==> config.mk <==
export PLATFORM = sky130hd
export DESIGN_NAME = redmule_z_store_ctrl_flat
export DESIGN_NICKNAME = d
export VERILOG_FILES = /design/src/rtl/redmule_z_store_ctrl_if.sv /design/src/rtl/redmule_z_store_ctrl.sv /design/src/flat_wrapper.sv
export SDC_FILE = /design/constraint.sdc
export NUM_CORES = 1
export LEC_CHECK = 0
export ABC_AREA = 1
export ABC_CLOCK_PERIOD_IN_PS = 16750
export CORE_AREA = 5 5 271 273
export CTS_CLUSTER_SIZE = 12
export DETAILED_ROUTE_END_ITERATION = 8
export DIE_AREA = 0 0 276 278
export GPL_TIMING_DRIVEN = 0
export PLACE_DENSITY = 0.62
export SLEW_MARGIN = 20
export SYNTH_ARGS = -nofsm -noshare
export SYNTH_HDL_FRONTEND = slang
export SYNTH_SLANG_ARGS = --single-unit
==> constraint.sdc <==
create_clock -name clk_i -period 16.75 [get_ports clk_i]
set_clock_uncertainty 0.2 [all_clocks]
set_input_delay 3.35 -clock clk_i [delete_from_list [all_inputs] [get_ports clk_i]]
set_output_delay 3.35 -clock clk_i [all_outputs]
set_load 0.03 [all_outputs]
==> src/rtl/redmule_z_store_ctrl_if.sv <==
`default_nettype none
// ============================================================================
// Module   : redmule_z_store_ctrl_if
// Brief    : Z-store data path bundle. It carries the row stream from the
//            Z buffer and the beat stream to the Z sink.
// Revision : 1.0 - initial release
// ============================================================================
interface redmule_z_store_ctrl_if #(
    parameter int DATA_W = 320,
    parameter int MEM_DW = 32,
    parameter int STRB   = DATA_W / 8
);
    // Upstream: Z buffer rows (payload only, no non-payload bits)
    logic [DATA_W-MEM_DW-1:0] z_buf_data;
    logic                     z_buf_valid;
    logic                     z_buf_ready;

    // Downstream: registered beats to the sink
    logic [DATA_W-1:0]        z_data;
    logic [STRB-1:0]          z_strb;
    logic                     z_valid;
    logic                     z_ready;

    // The store controller side
    modport master (
        input  z_buf_data, z_buf_valid, z_ready,
        output z_buf_ready, z_data, z_strb, z_valid
    );

    // The environment side: buffer producer plus sink consumer
    modport slave (
        output z_buf_data, z_buf_valid, z_ready,
        input  z_buf_ready, z_data, z_strb, z_valid
    );
endinterface
`default_nettype wire

==> src/rtl/redmule_z_store_ctrl.sv <==
`default_nettype none
// ============================================================================
// Module   : redmule_z_store_ctrl
// Brief    : Store-side sequencer. It pops Z rows, walks the output tiles in
//            this order: rows, then column tiles, then row tiles. It masks the
//            column leftovers and issues one registered beat per row. It also
//            reports stored, tile-done and finished events.
// Revision : 1.0 - initial release
// ============================================================================
module redmule_z_store_ctrl #(
    parameter int DATA_W      = 320,
    parameter int MEM_DW      = 32,
    parameter int BITW        = 16,
    parameter int ARRAY_WIDTH = 12,
    parameter int TOT_DEPTH   = (DATA_W - MEM_DW) / BITW,
    parameter int STRB        = DATA_W / 8
) (
    input  logic                          clk_i,
    input  logic                          rst_i,
    input  logic                          clear_i,
    input  logic                          start_i,
    input  logic [15:0]                   n_row_tiles_i,
    input  logic [15:0]                   n_col_tiles_i,
    input  logic [$clog2(ARRAY_WIDTH):0]  rows_lftovr_i,
    input  logic [$clog2(TOT_DEPTH):0]    cols_lftovr_i,
    redmule_z_store_ctrl_if.master        zif,
    output logic                          stored_o,
    output logic                          tile_done_o,
    output logic                          finished_o,
    output logic                          busy_o
);

    localparam int c_PAY_W = DATA_W - MEM_DW;
    localparam int c_ROW_W = $clog2(ARRAY_WIDTH) + 1;
    localparam int c_COL_W = $clog2(TOT_DEPTH) + 1;
    localparam int c_BPE   = BITW / 8;

    typedef enum logic [1:0] {
        ST_IDLE  = 2'd0,
        ST_STORE = 2'd1,
        ST_DRAIN = 2'd2
    } state_t;

    state_t               r_state;
    state_t               w_state_nxt;

    // Job configuration, captured when a start is accepted
    logic [15:0]          r_n_row_tiles;
    logic [15:0]          r_n_col_tiles;
    logic [c_ROW_W-1:0]   r_rows_lftovr;
    logic [c_COL_W-1:0]   r_cols_lftovr;

    // Tile walk position of the next row to accept
    logic [15:0]          r_row_cnt;
    logic [15:0]          r_ctile_cnt;
    logic [15:0]          r_rtile_cnt;

    // Output beat register
    logic                 r_valid;
    logic [DATA_W-1:0]    r_data;
    logic [STRB-1:0]      r_strb;
    logic                 r_last_tile;

    logic                 w_busy;
    logic                 w_finished;
    logic                 w_start_acc;
    logic                 w_buf_ready;
    logic                 w_up_acc;
    logic                 w_down_acc;
    logic                 w_last_ctile;
    logic                 w_last_rtile;
    logic                 w_last_row;
    logic                 w_final_row;
    logic [15:0]          w_row_lim;
    logic [c_COL_W-1:0]   w_ncols;
    logic [15:0]          w_nbytes;
    logic [STRB-1:0]      w_strb;
    logic [c_PAY_W-1:0]   w_pay_masked;

    // Handshakes. The output register refills in the same cycle it drains,
    // so a row can be accepted whenever the slot is empty or being popped.
    assign w_buf_ready = (r_state == ST_STORE) && (!r_valid || zif.z_ready);
    assign w_up_acc    = w_buf_ready && zif.z_buf_valid;
    assign w_down_acc  = r_valid && zif.z_ready;

    // Tile geometry of the row currently at the head of the walk
    assign w_last_ctile = (r_ctile_cnt == r_n_col_tiles - 16'd1);
    assign w_last_rtile = (r_rtile_cnt == r_n_row_tiles - 16'd1);
    assign w_row_lim    = (w_last_rtile && (r_rows_lftovr != '0)) ?
                          16'(r_rows_lftovr) : 16'(ARRAY_WIDTH);
    assign w_last_row   = (r_row_cnt == w_row_lim - 16'd1);
    assign w_final_row  = w_last_row && w_last_ctile && w_last_rtile;
    assign w_ncols      = (w_last_ctile && (r_cols_lftovr != '0)) ?
                          r_cols_lftovr : c_COL_W'(TOT_DEPTH);
    assign w_nbytes     = 16'(w_ncols) * 16'(c_BPE);

    // The byte strobe covers the valid elements only. The non-payload bytes
    // above them always stay zero.
    for (genvar g = 0; g < STRB; g++) begin : g_strb
        assign w_strb[g] = (int'(w_nbytes) > g);
    end

    // Elements beyond the column leftover are forced to zero
    for (genvar g = 0; g < TOT_DEPTH; g++) begin : g_mask
        assign w_pay_masked[g*BITW +: BITW] = (int'(w_ncols) > g) ?
                                              zif.z_buf_data[g*BITW +: BITW] : '0;
    end

    // State register
    always_ff @(posedge clk_i or posedge rst_i) begin
        if (rst_i) begin
            r_state <= ST_IDLE;
        end else begin
            r_state <= w_state_nxt;
        end
    end

    // Next state and control outputs. A clear overrides every transition
    // and every event.
    always_comb begin
        w_state_nxt = r_state;
        w_busy      = 1'b0;
        w_finished  = 1'b0;
        w_start_acc = 1'b0;
        case (r_state)
            ST_IDLE: begin
                if (start_i) begin
                    w_start_acc = 1'b1;
                    if ((n_row_tiles_i == 16'd0) || (n_col_tiles_i == 16'd0)) begin
                        w_state_nxt = ST_DRAIN;
                    end else begin
                        w_state_nxt = ST_STORE;
                    end
                end
            end
            ST_STORE: begin
                w_busy = 1'b1;
                if (w_up_acc && w_final_row) begin
                    w_state_nxt = ST_DRAIN;
                end
            end
            ST_DRAIN: begin
                w_busy = 1'b1;
                if (!r_valid || zif.z_ready) begin
                    w_finished  = 1'b1;
                    w_state_nxt = ST_IDLE;
                end
            end
            default: begin
                w_state_nxt = ST_IDLE;
            end
        endcase
        if (clear_i) begin
            w_state_nxt = ST_IDLE;
            w_finished  = 1'b0;
            w_start_acc = 1'b0;
        end
    end

    // Configuration capture and the tile walk counters
    always_ff @(posedge clk_i or posedge rst_i) begin
        if (rst_i) begin
            r_n_row_tiles <= '0;
            r_n_col_tiles <= '0;
            r_rows_lftovr <= '0;
            r_cols_lftovr <= '0;
            r_row_cnt     <= '0;
            r_ctile_cnt   <= '0;
            r_rtile_cnt   <= '0;
        end else if (clear_i) begin
            r_row_cnt     <= '0;
            r_ctile_cnt   <= '0;
            r_rtile_cnt   <= '0;
        end else if (w_start_acc) begin
            r_n_row_tiles <= n_row_tiles_i;
            r_n_col_tiles <= n_col_tiles_i;
            r_rows_lftovr <= rows_lftovr_i;
            r_cols_lftovr <= cols_lftovr_i;
            r_row_cnt     <= '0;
            r_ctile_cnt   <= '0;
            r_rtile_cnt   <= '0;
        end else if (w_up_acc) begin
            if (w_last_row) begin
                r_row_cnt <= '0;
                if (w_last_ctile) begin
                    r_ctile_cnt <= '0;
                    r_rtile_cnt <= r_rtile_cnt + 16'd1;
                end else begin
                    r_ctile_cnt <= r_ctile_cnt + 16'd1;
                end
            end else begin
                r_row_cnt <= r_row_cnt + 16'd1;
            end
        end
    end

    // Output beat register. It loads on an upstream accept and empties on a
    // downstream pop. Otherwise it holds, so the beat stays stable under a stall.
    always_ff @(posedge clk_i or posedge rst_i) begin
        if (rst_i) begin
            r_valid     <= 1'b0;
            r_data      <= '0;
            r_strb      <= '0;
            r_last_tile <= 1'b0;
        end else if (clear_i) begin
            r_valid     <= 1'b0;
        end else if (w_up_acc) begin
            r_valid     <= 1'b1;
            r_data      <= {{MEM_DW{1'b0}}, w_pay_masked};
            r_strb      <= w_strb;
            r_last_tile <= w_last_row;
        end else if (w_down_acc) begin
            r_valid     <= 1'b0;
        end
    end

    assign zif.z_buf_ready = w_buf_ready;
    assign zif.z_valid     = r_valid;
    assign zif.z_data      = r_data;
    assign zif.z_strb      = r_strb;
    assign stored_o        = w_down_acc;
    assign tile_done_o     = w_down_acc && r_last_tile;
    assign finished_o      = w_finished;
    assign busy_o          = w_busy;

endmodule
`default_nettype wire

==> src/flat_wrapper.sv <==
// flat-port wrapper written by rule: the top's interface ports become plain ports
module redmule_z_store_ctrl_flat 
#(
    parameter int DATA_W      = 320,
    parameter int MEM_DW      = 32,
    parameter int BITW        = 16,
    parameter int ARRAY_WIDTH = 12,
    parameter int TOT_DEPTH   = (DATA_W - MEM_DW) / BITW,
    parameter int STRB        = DATA_W / 8
)
  (clk_i, rst_i, clear_i, start_i, n_row_tiles_i, n_col_tiles_i, rows_lftovr_i, cols_lftovr_i, stored_o, tile_done_o, finished_o, busy_o, zif_z_buf_data, zif_z_buf_valid, zif_z_ready, zif_z_buf_ready, zif_z_data, zif_z_strb, zif_z_valid);
  redmule_z_store_ctrl_if #(.DATA_W(DATA_W), .MEM_DW(MEM_DW), .STRB(STRB)) zif_i ();
  input  logic clk_i;
  input  logic rst_i;
  input  logic clear_i;
  input  logic start_i;
  input  logic [15:0] n_row_tiles_i;
  input  logic [15:0] n_col_tiles_i;
  input  logic [$clog2(ARRAY_WIDTH):0] rows_lftovr_i;
  input  logic [$clog2(TOT_DEPTH):0] cols_lftovr_i;
  output logic stored_o;
  output logic tile_done_o;
  output logic finished_o;
  output logic busy_o;
  input wire logic [$bits(zif_i.z_buf_data)-1:0] zif_z_buf_data;
  input wire logic [$bits(zif_i.z_buf_valid)-1:0] zif_z_buf_valid;
  input wire logic [$bits(zif_i.z_ready)-1:0] zif_z_ready;
  output wire logic [$bits(zif_i.z_buf_ready)-1:0] zif_z_buf_ready;
  output wire logic [$bits(zif_i.z_data)-1:0] zif_z_data;
  output wire logic [$bits(zif_i.z_strb)-1:0] zif_z_strb;
  output wire logic [$bits(zif_i.z_valid)-1:0] zif_z_valid;
  assign zif_i.z_buf_data = zif_z_buf_data;
  assign zif_i.z_buf_valid = zif_z_buf_valid;
  assign zif_i.z_ready = zif_z_ready;
  assign zif_z_buf_ready = zif_i.z_buf_ready;
  assign zif_z_data = zif_i.z_data;
  assign zif_z_strb = zif_i.z_strb;
  assign zif_z_valid = zif_i.z_valid;
  redmule_z_store_ctrl #(.DATA_W(DATA_W), .MEM_DW(MEM_DW), .BITW(BITW), .ARRAY_WIDTH(ARRAY_WIDTH), .TOT_DEPTH(TOT_DEPTH), .STRB(STRB)) u_core (.clk_i(clk_i), .rst_i(rst_i), .clear_i(clear_i), .start_i(start_i), .n_row_tiles_i(n_row_tiles_i), .n_col_tiles_i(n_col_tiles_i), .rows_lftovr_i(rows_lftovr_i), .cols_lftovr_i(cols_lftovr_i), .zif(zif_i), .stored_o(stored_o), .tile_done_o(tile_done_o), .finished_o(finished_o), .busy_o(busy_o));
endmodule
==> flow_summary.yaml <==
hold_path:
  min_to: "u_core.zif.z_data[4]$_DFFE_PP0P_"
  min_from: "u_core.zif.z_data[4]$_DFFE_PP0P_"
  hold_path.class: "register to register"
  whs_path_depth: 2
timing:
  setup_viol: 0
  layout_setup_ws_ns: 7.503
  finalHoldViolCount: 0
  finalCritPeriodShare_pct: 55.20
  final_max_slew_viol_count: 0
  setup_tns_ns: 0
  slew_headroom_pct: 34.18
  fin_crit_ns: 9.247
  max_freq_mhz: 108.1
  rsz0062_at_grt: "false"
  worstMarginPinSlew_ns: 0.9873
logic_synthesis:
  synth_enable_flop_cells: 0
  synth_ff_type: "dfrtp_1"
  synth_cell_type_count: 55
  yosysSeqAreaShare_pct: 54.61
  synthCells: 2332
  syn_avg_cell_area_um2: 8.312
  yosysWarnings: 0
  async_flop_share_pct: 100.0
  netlist_area_um2: 19380
  ys_ff_latch: 423
global_routing:
  gr-usage-met1_pct: 23.68
  grt_max_degree: 98
  grt_first_pass_wirelength_um: 116800
  grt.met3_usage_pct: 5.687
  grtUsageTotal_pct: 19.58
  antenna_found_initial: 5
  top_usage_layer: "met2"
  grtUsageMet2_pct: 34.02
  grt_pass1_vias: 18143
  grt-ovfl-total: 0
setup_path:
  arrival_ns: 5.70
  reg2reg_depth: 28
  path_max_fanout: 10
  timing.rr.start: "u_core.r_n_row_tiles[0]$_DFFE_PP0P_"
  end_kind: "output pin"
  critical_path_class: "primary input to output pin"
  r2r_end: "u_core.r_rtile_cnt[1]$_DFFE_PP0P_"
  reg2reg_slack_ns: 12.09
  required_ns: 13.20
  critPathLaunchType: "primary input"
clock_network:
  cts_buffer_depth: 3
  clk_latency_ns: 0.59
  cts.sinks: 423
  numCtsBuffers: 50
  cts.repair.resized: 0
  cts_setup_buffers: 0
  cts-root-buf: "clkbuf_16"
  htree_num_levels: 2
  holdBufCountCts: 0
  clkTransAtPathRegs_ns: 0.06
  cts_tree: "yes"
placement:
  numPortBuffers: 670
  dp_slack_ns: 7.533
  place_inst: 3987
  gp_congestion: 0.8678
  dp_hpwl_um: 61730
layout:
  fill_cells: 7216
  nets: 3436
  drive_gt1_share_pct: 6.054
  final_cells: 4073
  syn2layout_area_growth_pct: 50.50
floorplanning:
  num_rows: 98
  initial_core_util_pct: 27.35
  die-height_um: 278
  dieArea_um2: 76730
  ios: 703
  core_um2: 70870
  die_x_um: 276
job:
  maxCapViolations: 0
routing:
  drtPass1Iterations: 5
  drt_iter0_drc: 1111
  num_vias: 18367
  routed_wl_um: 78830
  vias_per_cell: 4.509
  wl_per_cell_um: 19.35
  drc_errors: 0
  ant_nets: 0
power_and_ir_drop:
  power_density_nw_per_um2: 188.2
  total_power_mw: 5.491
  p_leak_nw: 13.69
  vdd_drop_max_mv: 0.09449
status:
  status: "complete, no violations"
## kinds of logic after synthesis
kind of cell,after synthesis,synth area share [%]
and+or+nand+nor,1414,31.20
adders and majority gates,10,0.6455
buffers and inverters,284,6.539
xor gates and xnor gates,59,2.666
AOI/OAI and AO/OA,141,4.318
DFF,423,54.61
other,1,0.01935
## layout make-up
class / count / area, µm² / area share [%]
inverter: 149 / 574.3 / 1.969
antenna: 1 / 2.502 / 0.008578
buffer: 135 / 701.9 / 2.406
tap: 950 / 1189 / 4.075
multi-input combinational: 1656 / 7650 / 26.22
timing repair buffer: 674 / 6817 / 23.37
clock inverter: 13 / 207.7 / 0.7120
clock buffer: 72 / 1445 / 4.954
sequential: 423 / 10590 / 36.29
## how the worst max path moves through the flow
stage                 start                                   to  slack, ns
floorplan             rst_i  u_core.r_cols_lftovr[0]$_DFFE_PP0P_       1.42
global placement      rst_i   u_core.zif.z_data[259]$_DFFE_PP0P_      -4.71
detailed placement  clear_i                           finished_o       7.53
CTS                 clear_i                           finished_o       7.51
global route        clear_i                           finished_o       7.43
finish              clear_i                           finished_o       7.50
## synth_stat cells, types with 2 or more instances
cell      number  area share [%]
a21oi_1       18            0.46
a22o_1        18            0.81
a31oi_1        3           0.097
and3_1         5            0.16
buf_1          8            0.15
buf_2         20            0.52
buf_4         37             1.4
buf_6          4            0.23
clkbuf_1      66             1.3
clkinv_1       4           0.077
dfrtp_1      423              55
ha_1          10            0.65
inv_1        138             2.7
inv_2          5           0.097
nand2_1      920              18
nand2_2        7            0.23
nand2_4        5            0.29
nand3_1      250             6.5
nand3_2        2            0.10
nand3b_1       6            0.23
nand4_1       31             1.0
nand4_2        2            0.13
nor2_1       107             2.1
nor2_2         5            0.16
nor2_4         3            0.17
nor2_8         2            0.21
nor3_1        35            0.90
nor3b_1        3            0.12
nor4_1        18            0.58
o21ai_0       70             1.8
o21ai_1       17            0.44
o21ai_2        2           0.090
o22ai_1        3           0.097
or2_2          6            0.19
or3_1          2           0.065
xnor2_1       18            0.81
xor2_1        41             1.9
## layer usage
layer | vias up | routed length (µm) | share of wire, %
met5 | - | 34 | 0.043
met4 | 6 | 2522 | 3.2
met3 | 106 | 5906 | 7.5
met2 | 632 | 38410 | 49
met1 | 8706 | 31950 | 41
li1 | 8917 | - | -
## through the flow
stage | area (µm²) | utilization [%] | hold slack (ns)
after floorplan | 19500 | - | 0.2610
after global placement | 27400 | 38.65 | 0.2535
after detailed placement | 27520 | 38.82 | 0.2599
after CTS | 29170 | 41.16 | 0.2729
after global routing | 29170 | 41.16 | 0.2879
final | 29170 | 41.16 | 0.2716
## cell usage in the layout, fill, tap and decap left out, types with 6 or more instances in the layout
cell / instances
ha_1: 10
o21ai_1: 17
clkdlybuf4s50_1: 670
nor4_1: 18
nand3_1: 250
o21ai_0: 70
or2_2: 6
a22o_1: 18
buf_4: 37
nand2_1: 920
xor2_1: 41
xnor2_1: 18
buf_1: 8
buf_2: 20
clkbuf_16: 51
nor2_1: 106
inv_1: 137
clkbuf_1: 77
nand4_1: 31
nor2_2: 6
nand3b_1: 6
nor3_1: 35
clkbuf_8: 9
nand2_2: 7
conb_1: 32
dfrtp_1: 423
a21oi_1: 18
## where the power goes
group / internal [mW] / switching [mW] / total (mW) / leakage (nW)
registers: 1.45 / 0.280 / 1.73 / 5.32
clock network: 0.672 / 0.440 / 1.11 / 0.808
logic: 1.02 / 1.63 / 2.64 / 7.56
## registers in the layout, indices dropped and copies added (netlist names)
signal                flops
u_core.r_rows_lftovr      5
u_core.r_row_cnt         16
u_core.r_n_col_tiles     16
u_core.r_state            2
u_core.zif.z_strb        40
u_core.r_last_tile        1
u_core.zif.z_valid        1
u_core.r_rtile_cnt       16
u_core.r_ctile_cnt       16
u_core.r_n_row_tiles     16
u_core.r_cols_lftovr      6
u_core.zif.z_data       288
## critical path, stage by stage
cell             delay (ns)
clkdlybuf4s50_1        0.53
inv_1                  0.33
clkbuf_1               0.52
nand2_1                0.10
nor2_1                 0.14
clkdlybuf4s50_1        0.71
Note: power is estimated with default switching activity, not from simulation.
